<file path="src/rtl/cronometro_voltas.sv">
// Stopwatch with tenths/seconds counting, keypad command decoding and an optional lap buffer.
// Define CRON_VOLTAS_EN to build the lap buffer with B-capture and C-recall.
module cronometro_voltas #(
  parameter int CLK_HZ    = 1000,
  parameter int SEG_W     = 10,
  parameter int SEG_MAX   = 999,
  parameter int LAP_DEPTH = 4
) (
  input  logic             clk,
  input  logic             rst,
  input  logic             ativo,
  input  logic [4:0]       key,
  output logic [3:0]       decs,
  output logic [SEG_W-1:0] segs,
  output logic             rodando,
  output logic             vendo_volta,
  output logic [3:0]       volta_idx,
  output logic [4:0]       n_voltas,
  output logic             voltas_cheio,
  output logic             estouro
);

  localparam int DIV   = CLK_HZ / 10;
  localparam int PRE_W = (DIV > 1) ? $clog2(DIV) : 1;

  localparam logic [4:0] T_NULL = 5'd31;
  localparam logic [4:0] K_A    = 5'd10;
  localparam logic [4:0] K_B    = 5'd11;

  typedef enum logic {PARADO, RODANDO} estado_t;

  estado_t          est_q, est_d;
  logic [4:0]       tecla_q, tecla_ant_q;
  logic [PRE_W-1:0] pre_q, pre_d;
  logic [3:0]       decs_q, decs_d;
  logic [SEG_W-1:0] segs_q, segs_d;
  logic             estouro_q, estouro_d;
  logic             evento, tick, cmd_a, cmd_b;

  // A press is the first cycle a registered key differs from T_NULL
  assign evento = ativo && (tecla_q != T_NULL) && (tecla_ant_q == T_NULL);
  assign cmd_a  = evento && (tecla_q == K_A);
  assign cmd_b  = evento && (tecla_q == K_B);
  assign tick   = (est_q == RODANDO) && (pre_q == PRE_W'(DIV - 1));

  always_ff @(posedge clk) begin
    if (rst) begin
      est_q       <= PARADO;
      tecla_q     <= T_NULL;
      tecla_ant_q <= T_NULL;
      pre_q       <= '0;
      decs_q      <= '0;
      segs_q      <= '0;
      estouro_q   <= 1'b0;
    end else begin
      est_q       <= est_d;
      tecla_q     <= key;
      tecla_ant_q <= tecla_q;
      pre_q       <= pre_d;
      decs_q      <= decs_d;
      segs_q      <= segs_d;
      estouro_q   <= estouro_d;
    end
  end

  always_comb begin
    est_d     = est_q;
    pre_d     = pre_q;
    decs_d    = decs_q;
    segs_d    = segs_q;
    estouro_d = estouro_q;

    if (est_q == RODANDO) begin
      pre_d = tick ? '0 : pre_q + 1'b1;
    end

    if (tick) begin
      if (decs_q == 4'd9) begin
        decs_d = '0;
        if (segs_q == SEG_W'(SEG_MAX)) begin
          segs_d    = '0;
          estouro_d = 1'b1;
        end else begin
          segs_d = segs_q + 1'b1;
        end
      end else begin
        decs_d = decs_q + 4'd1;
      end
    end

    // A stop lets a coincident tick land first; a start restarts the tenth from zero
    if (cmd_a) begin
      if (est_q == PARADO) begin
        est_d = RODANDO;
        pre_d = '0;
      end else begin
        est_d = PARADO;
      end
    end

    if (cmd_b && (est_q == PARADO)) begin
      pre_d     = '0;
      decs_d    = '0;
      segs_d    = '0;
      estouro_d = 1'b0;
    end
  end

  assign rodando = (est_q == RODANDO);
  assign estouro = estouro_q;

`ifdef CRON_VOLTAS_EN
  localparam int IDX_W = (LAP_DEPTH > 1) ? $clog2(LAP_DEPTH) : 1;
  localparam logic [4:0] K_C = 5'd12;

  logic [SEG_W+3:0] buf_q [LAP_DEPTH];
  logic [4:0]       n_q, n_d;
  logic [3:0]       idx_q, idx_d;
  logic             vendo_q, vendo_d;
  logic             cheio, limpa, captura, recall;

  assign cheio   = (n_q == 5'(LAP_DEPTH));
  assign limpa   = cmd_b && (est_q == PARADO);
  assign captura = cmd_b && (est_q == RODANDO) && !cheio;
  assign recall  = evento && (tecla_q == K_C) && (n_q != 5'd0);

  always_ff @(posedge clk) begin
    if (rst) begin
      n_q     <= '0;
      idx_q   <= '0;
      vendo_q <= 1'b0;
    end else begin
      n_q     <= n_d;
      idx_q   <= idx_d;
      vendo_q <= vendo_d;
    end
  end

  // Stores the pre-tick live value; contents are hidden by n_q after reset
  always_ff @(posedge clk) begin
    if (!rst && captura) begin
      buf_q[n_q[IDX_W-1:0]] <= {segs_q, decs_q};
    end
  end

  always_comb begin
    n_d     = n_q;
    idx_d   = idx_q;
    vendo_d = vendo_q;
    if (limpa) begin
      n_d     = '0;
      idx_d   = '0;
      vendo_d = 1'b0;
    end else if (captura) begin
      n_d = n_q + 5'd1;
    end else if (recall) begin
      if (!vendo_q) begin
        vendo_d = 1'b1;
        idx_d   = '0;
      end else if ({1'b0, idx_q} == n_q - 5'd1) begin
        vendo_d = 1'b0;
        idx_d   = '0;
      end else begin
        idx_d = idx_q + 4'd1;
      end
    end
  end

  assign {segs, decs}  = vendo_q ? buf_q[idx_q[IDX_W-1:0]] : {segs_q, decs_q};
  assign vendo_volta   = vendo_q;
  assign volta_idx     = idx_q;
  assign n_voltas      = n_q;
  assign voltas_cheio  = cheio;
`else
  assign decs         = decs_q;
  assign segs         = segs_q;
  assign vendo_volta  = 1'b0;
  assign volta_idx    = '0;
  assign n_voltas     = '0;
  // Always 0 since LAP_DEPTH is at least 2; keeps the depth parameter referenced
  assign voltas_cheio = (LAP_DEPTH == 0);
`endif

endmodule

</file>
<file path="config.mk">
export PLATFORM = sky130hd
export DESIGN_NAME = cronometro_voltas
export DESIGN_NICKNAME = d
export VERILOG_FILES = /design/src/rtl/cronometro_voltas.sv
export SDC_FILE = /design/constraint.sdc
export NUM_CORES = 1
export LEC_CHECK = 0
export CAP_MARGIN = 0
export CORE_AREA = 2 2 55 63
export CTS_BUF_LIST = sky130_fd_sc_hd__clkbuf_4 sky130_fd_sc_hd__clkbuf_8
export CTS_CLUSTER_DIAMETER = 120
export DETAILED_ROUTE_END_ITERATION = 8
export DIE_AREA = 0 0 57 65
export MAX_ROUTING_LAYER = met4
export PLACE_DENSITY = 0.79
export REMOVE_ABC_BUFFERS = 1
export SLEW_MARGIN = 20
export SYNTH_ARGS = -nofsm -noshare
export SYNTH_HDL_FRONTEND = slang
export SYNTH_SLANG_ARGS = --single-unit
</file>
<file path="constraint.sdc">
create_clock -name clk -period 2.8 [get_ports clk]
set_input_delay 0.42 -clock clk [delete_from_list [all_inputs] [get_ports clk]]
set_output_delay 0.42 -clock clk [all_outputs]
set_load 0.02 [all_outputs]
</file>
==> results <==
- After detailed routing, the number of remaining DRC violations is 0.
- The final hold slack is 0.4514 ns.
- The CTS tree is yes.
- In the global route stage, met1 resource usage came out at 0.1990.
- The total buffers and inverters traversed by the critical path is 0.
- The setup-violating endpoint count in the final report is 0.
- In this run the power density over the cells is 493.5 mW/mm^2.
- In this run, synthesis inferred 0 flip-flops with an integrated enable.
- The number of cells on the worst hold path is 1.
- Among all stages on the critical path, the largest delay is contributed by sky130_fd_sc_hd__or4bb_2.
- The share of total power dissipated in sequential elements is 0.531.
- The warning count from the yosys run is 0.
- Setup repair after global routing left no endpoint under its margin.
- The arrival time reported for the critical path endpoint is 2.60 ns.
- The peak per-stage delay on the critical path is 0.71 ns.
- Clock tree synthesis inserted a total of 5 buffers.
- The overall overflow remaining after global route is 0.
- Wires add up to 2951 microns.
- The worst hold path begins at tecla_q[3].
- The first global-routing pass estimated 5043 microns of wire.
- The wire-length estimate of the detail-placed layout is 2208 microns.
- After synthesis the netlist holds a flip-flop and latch count of 33.
- The clock reaches the later pin of the worst-skew pair after 0.35 ns.
- In the final timing run, aggregate negative setup slack is 0 ns.
- The number of nets with antenna violations after routing is 0.
- The H-tree was split into 2 levels.
- The library cell used most frequently in the layout, excluding fill and tap cells, is sky130_fd_sc_hd__dfxtp_1.
- Of the total power, the share spent switching nets is 0.2191.
- By area the synthesized netlist is led by sky130_fd_sc_hd__dfxtp_1, sky130_fd_sc_hd__buf_4, sky130_fd_sc_hd__or2_2.
- The number of global-route vias before repair came to 1,186.
- The multi-input logic area is 777.0 sq um.
- The number of I/O port buffers is 23.
- The clock arrives with 0.01180 ns of skew.
- The initial antenna violation count was 0.
- In the final layout, the share of cells above drive strength 1 is 0.1392.
- The type of the tightest min-delay check is flip-flop to flip-flop.
- The worst setup timing slack at the placement stage is 0.4296 ns.
- The reg2reg setup slack is 0.43 ns.
- The number of different library cells in the post-synthesis netlist is 45.
- In the finished design, the share of the clock period the worst path needs comes to 0.8469.
- The I/O pin total is 35.
- A synthesized cell averages 9.073 sq um.
- The number of antenna repair diodes is 0.
- The family of cells with the greatest summed delay on the critical path is simple AND/OR/NAND/NOR gates.
- Traced cell by cell, the critical path runs through or4bb_2 > or4_1 > o21bai_1 > nor2_1.
- The root cell of the clock tree is sky130_fd_sc_hd__clkbuf_4.
- In the global route stage, met3 resource usage came out at 0.04192.
- The total number of vias is 1,247.
- The largest buffer count on any clock path is 2.
- The sequential cells in the finished layout cover a total of 660.6 sq um.
- For this configuration, the core starts out at a cell density of 0.4829.
- In the synthesized netlist the async set-or-reset flop fraction comes to 0.
- After the last flow step, the layout net total stands at 203.
- Setup slack on the critical path of the routed design comes to 0.4288 ns.
- The analysis attributes to cell leakage a power of 0.6432 nW.
- The total core area is 0.003138 sq mm.
- The path with the worst hold slack has its endpoint at tecla_ant_q[3].
- The maximum resistive drop on vdd is 0.0004872 V.
- The relative slew slack is 0.5678.
- The number of search-and-repair iterations in the first detailed-routing pass is 4.
- In the global route stage, met2 resource usage came out at 0.2945.
- The starting DRC count in detailed routing is 56.
- Entering global routing, the biggest net connects 16 pins.
- The via density per instance is 5.422.
- The number of setup buffers added after CTS is 0.
- The internal power contribution is 0.0007044 W.
- The total of cells resized after clock tree synthesis is 0.
- The clock network fraction of design power is 0.424.
- Summed over all nets, the switching power comes to 0.0001977 W.
- The total count of hold-check failures in the final report is 0.
- The worst path in the final design needs a cycle of 2.371 ns, including I/O delays and setup.
- Of all nets on the critical path, the largest fanout is 8.
- The CTS sink count is 33.
- The congestion estimate from routability-driven global placement came to 0.8497.
- In this run the core area contains 22 standard-cell rows.
- The tool flagged a number of max-cap violations equal to 0.
- The maximum clock frequency is 421.7 MHz.
- The area added between synthesis and finish is 20.64%.
- The most used flip-flop cell after synthesis is sky130_fd_sc_hd__dfxtp_1.
- In this run the critical register-to-register path is captured at segs[5].
- The share of the Yosys chip area taken by registers is 0.4360.
- In the layout the commonest cells are sky130_fd_sc_hd__dfxtp_1, sky130_fd_sc_hd__clkdlybuf4s50_1, sky130_fd_sc_hd__nor2_1.
- The required time of the critical path is 3.03 ns.
- The cell area that synthesis handed to floorplanning was 0.001515 sq mm.
- Measured along the y axis, the die boundary spans 65 microns.
- The worst reg-to-reg path cell count is 4.
- The flow ran to the end, and the final reports show no timing, DRC or antenna violations.
- The clock-pin slew reported for the worst setup and hold paths after clock tree synthesis is 0.11 ns.
- The number of standard cells after synthesis is 167.
- After global routing, the most crowded layer is met2.
- The biggest area contributor in the post-synthesis netlist is sky130_fd_sc_hd__dfxtp_1.
- The worst setup path is of the flip-flop to flip-flop kind.
- The power share of the combinational group is 0.045.
- The all-layer global routing usage is 0.1791.
- The max-slew violation count is 0.
- Hold repair after CTS inserted 0 buffers.
- The transition at the pin with the smallest max-transition slack is 0.6423 ns.
- The beginning of the worst register-to-register path is decs[1].
- Of the post-synthesis cell area, the dominant cell type holds 0.4360.
- After detailed routing, the average wire length per cell comes to 12.83 microns.
- The critical path capture point type is a flip-flop.
- The startpoint kind of the worst setup timing path is a flip-flop.
- The floorplan step defined a die boundary enclosing 0.003705 sq mm.
- From left edge to right edge, the die measures 57 microns.
- The filler cells instantiated in the layout total 273.
-- synth_stat cells, drive strengths merged (2+ instances only) --
cell type / instances
and4: 3
nor3: 2
nor2b: 3
ha: 2
nand3: 4
nor4: 4
and2: 2
nand4: 5
or3: 2
nand3b: 5
nor2: 15
or2: 10
a21oi: 11
inv: 3
o21a: 2
xor2: 5
buf: 12
o21ai: 4
clkbuf: 4
nand2: 9
dfxtp: 33
xnor2: 6
or3b: 3
-- logic make-up after synthesis --
group	Yosys count	synth area share
other cells	1	0.002475
flops	33	0.4360
fa+ha+maj	2	0.01651
xor+xnor	11	0.06358
compound gates	25	0.1057
buf+inv	19	0.07596
mux	1	0.006606
simple gates	75	0.2932
-- worst max-delay path by stage --
stage            start      end  slack [ns]  cells past startpoint
4_1_cts        decs[1]  segs[5]        0.41                      4
3_3_place_gp   decs[1]  segs[1]        0.57                      4
6_report       decs[1]  segs[5]        0.43                      4
3_5_place_dp   decs[1]  segs[5]        0.43                      4
2_1_floorplan  decs[3]  segs[6]        0.52                      4
5_1_grt        decs[3]  segs[5]        0.23                      4
-- flip-flops by register name, summed over array words and instances (netlist names) --
name and count:
tecla_ant_q 5, estouro 1, decs 4, tecla_q 5, segs 10, pre_q 7, rodando 1
-- layer usage --
| metal | part of all wire | vias up |
|---|---|---|
| met4 | 0.032 | 0 |
| met1 | 0.42 | 576 |
| met3 | 0.050 | 11 |
| li1 | - | 618 |
| met2 | 0.50 | 42 |
| met5 | 0 | - |
-- power groups by stage --
| stage | Sequential [W] | Combinational [W] | Clock [W] |
|---|---|---|---|
| 6_report | 0.000479 | 0.0000408 | 0.000383 |
| 2_1_floorplan | 0.000489 | 0.0000260 | 0 |
| 5_1_grt | 0.000479 | 0.0000449 | 0.000413 |
| 3_3_place_gp | 0.000489 | 0.0000398 | 0 |
| 4_1_cts | 0.000479 | 0.0000407 | 0.000389 |
| 3_5_place_dp | 0.000489 | 0.0000407 | 0 |
-- final cells by class --
type / instances / share of cell area
clock buffer: 6 / 0.02806
clock inverter: 2 / 0.02053
timing repair buffer: 25 / 0.1342
multi-input combinational: 125 / 0.4251
sequential: 33 / 0.3614
tap: 36 / 0.02464
inverter: 3 / 0.006160
-- metrics by stage --
step	instances	area, sq um	utilization	power, W
6_report	230	1828	0.5825	0.0009021
5_1_grt	230	1828	0.5825	0.0009374
4_1_cts	230	1828	0.5825	0.0009080
3_5_place_dp	222	1739	0.5542	0.0005300
3_3_place_gp	222	1739	0.5542	0.0005287
2_1_floorplan	161	1449	-	0.0005146
Note: power is estimated with default switching activity, not from simulation.
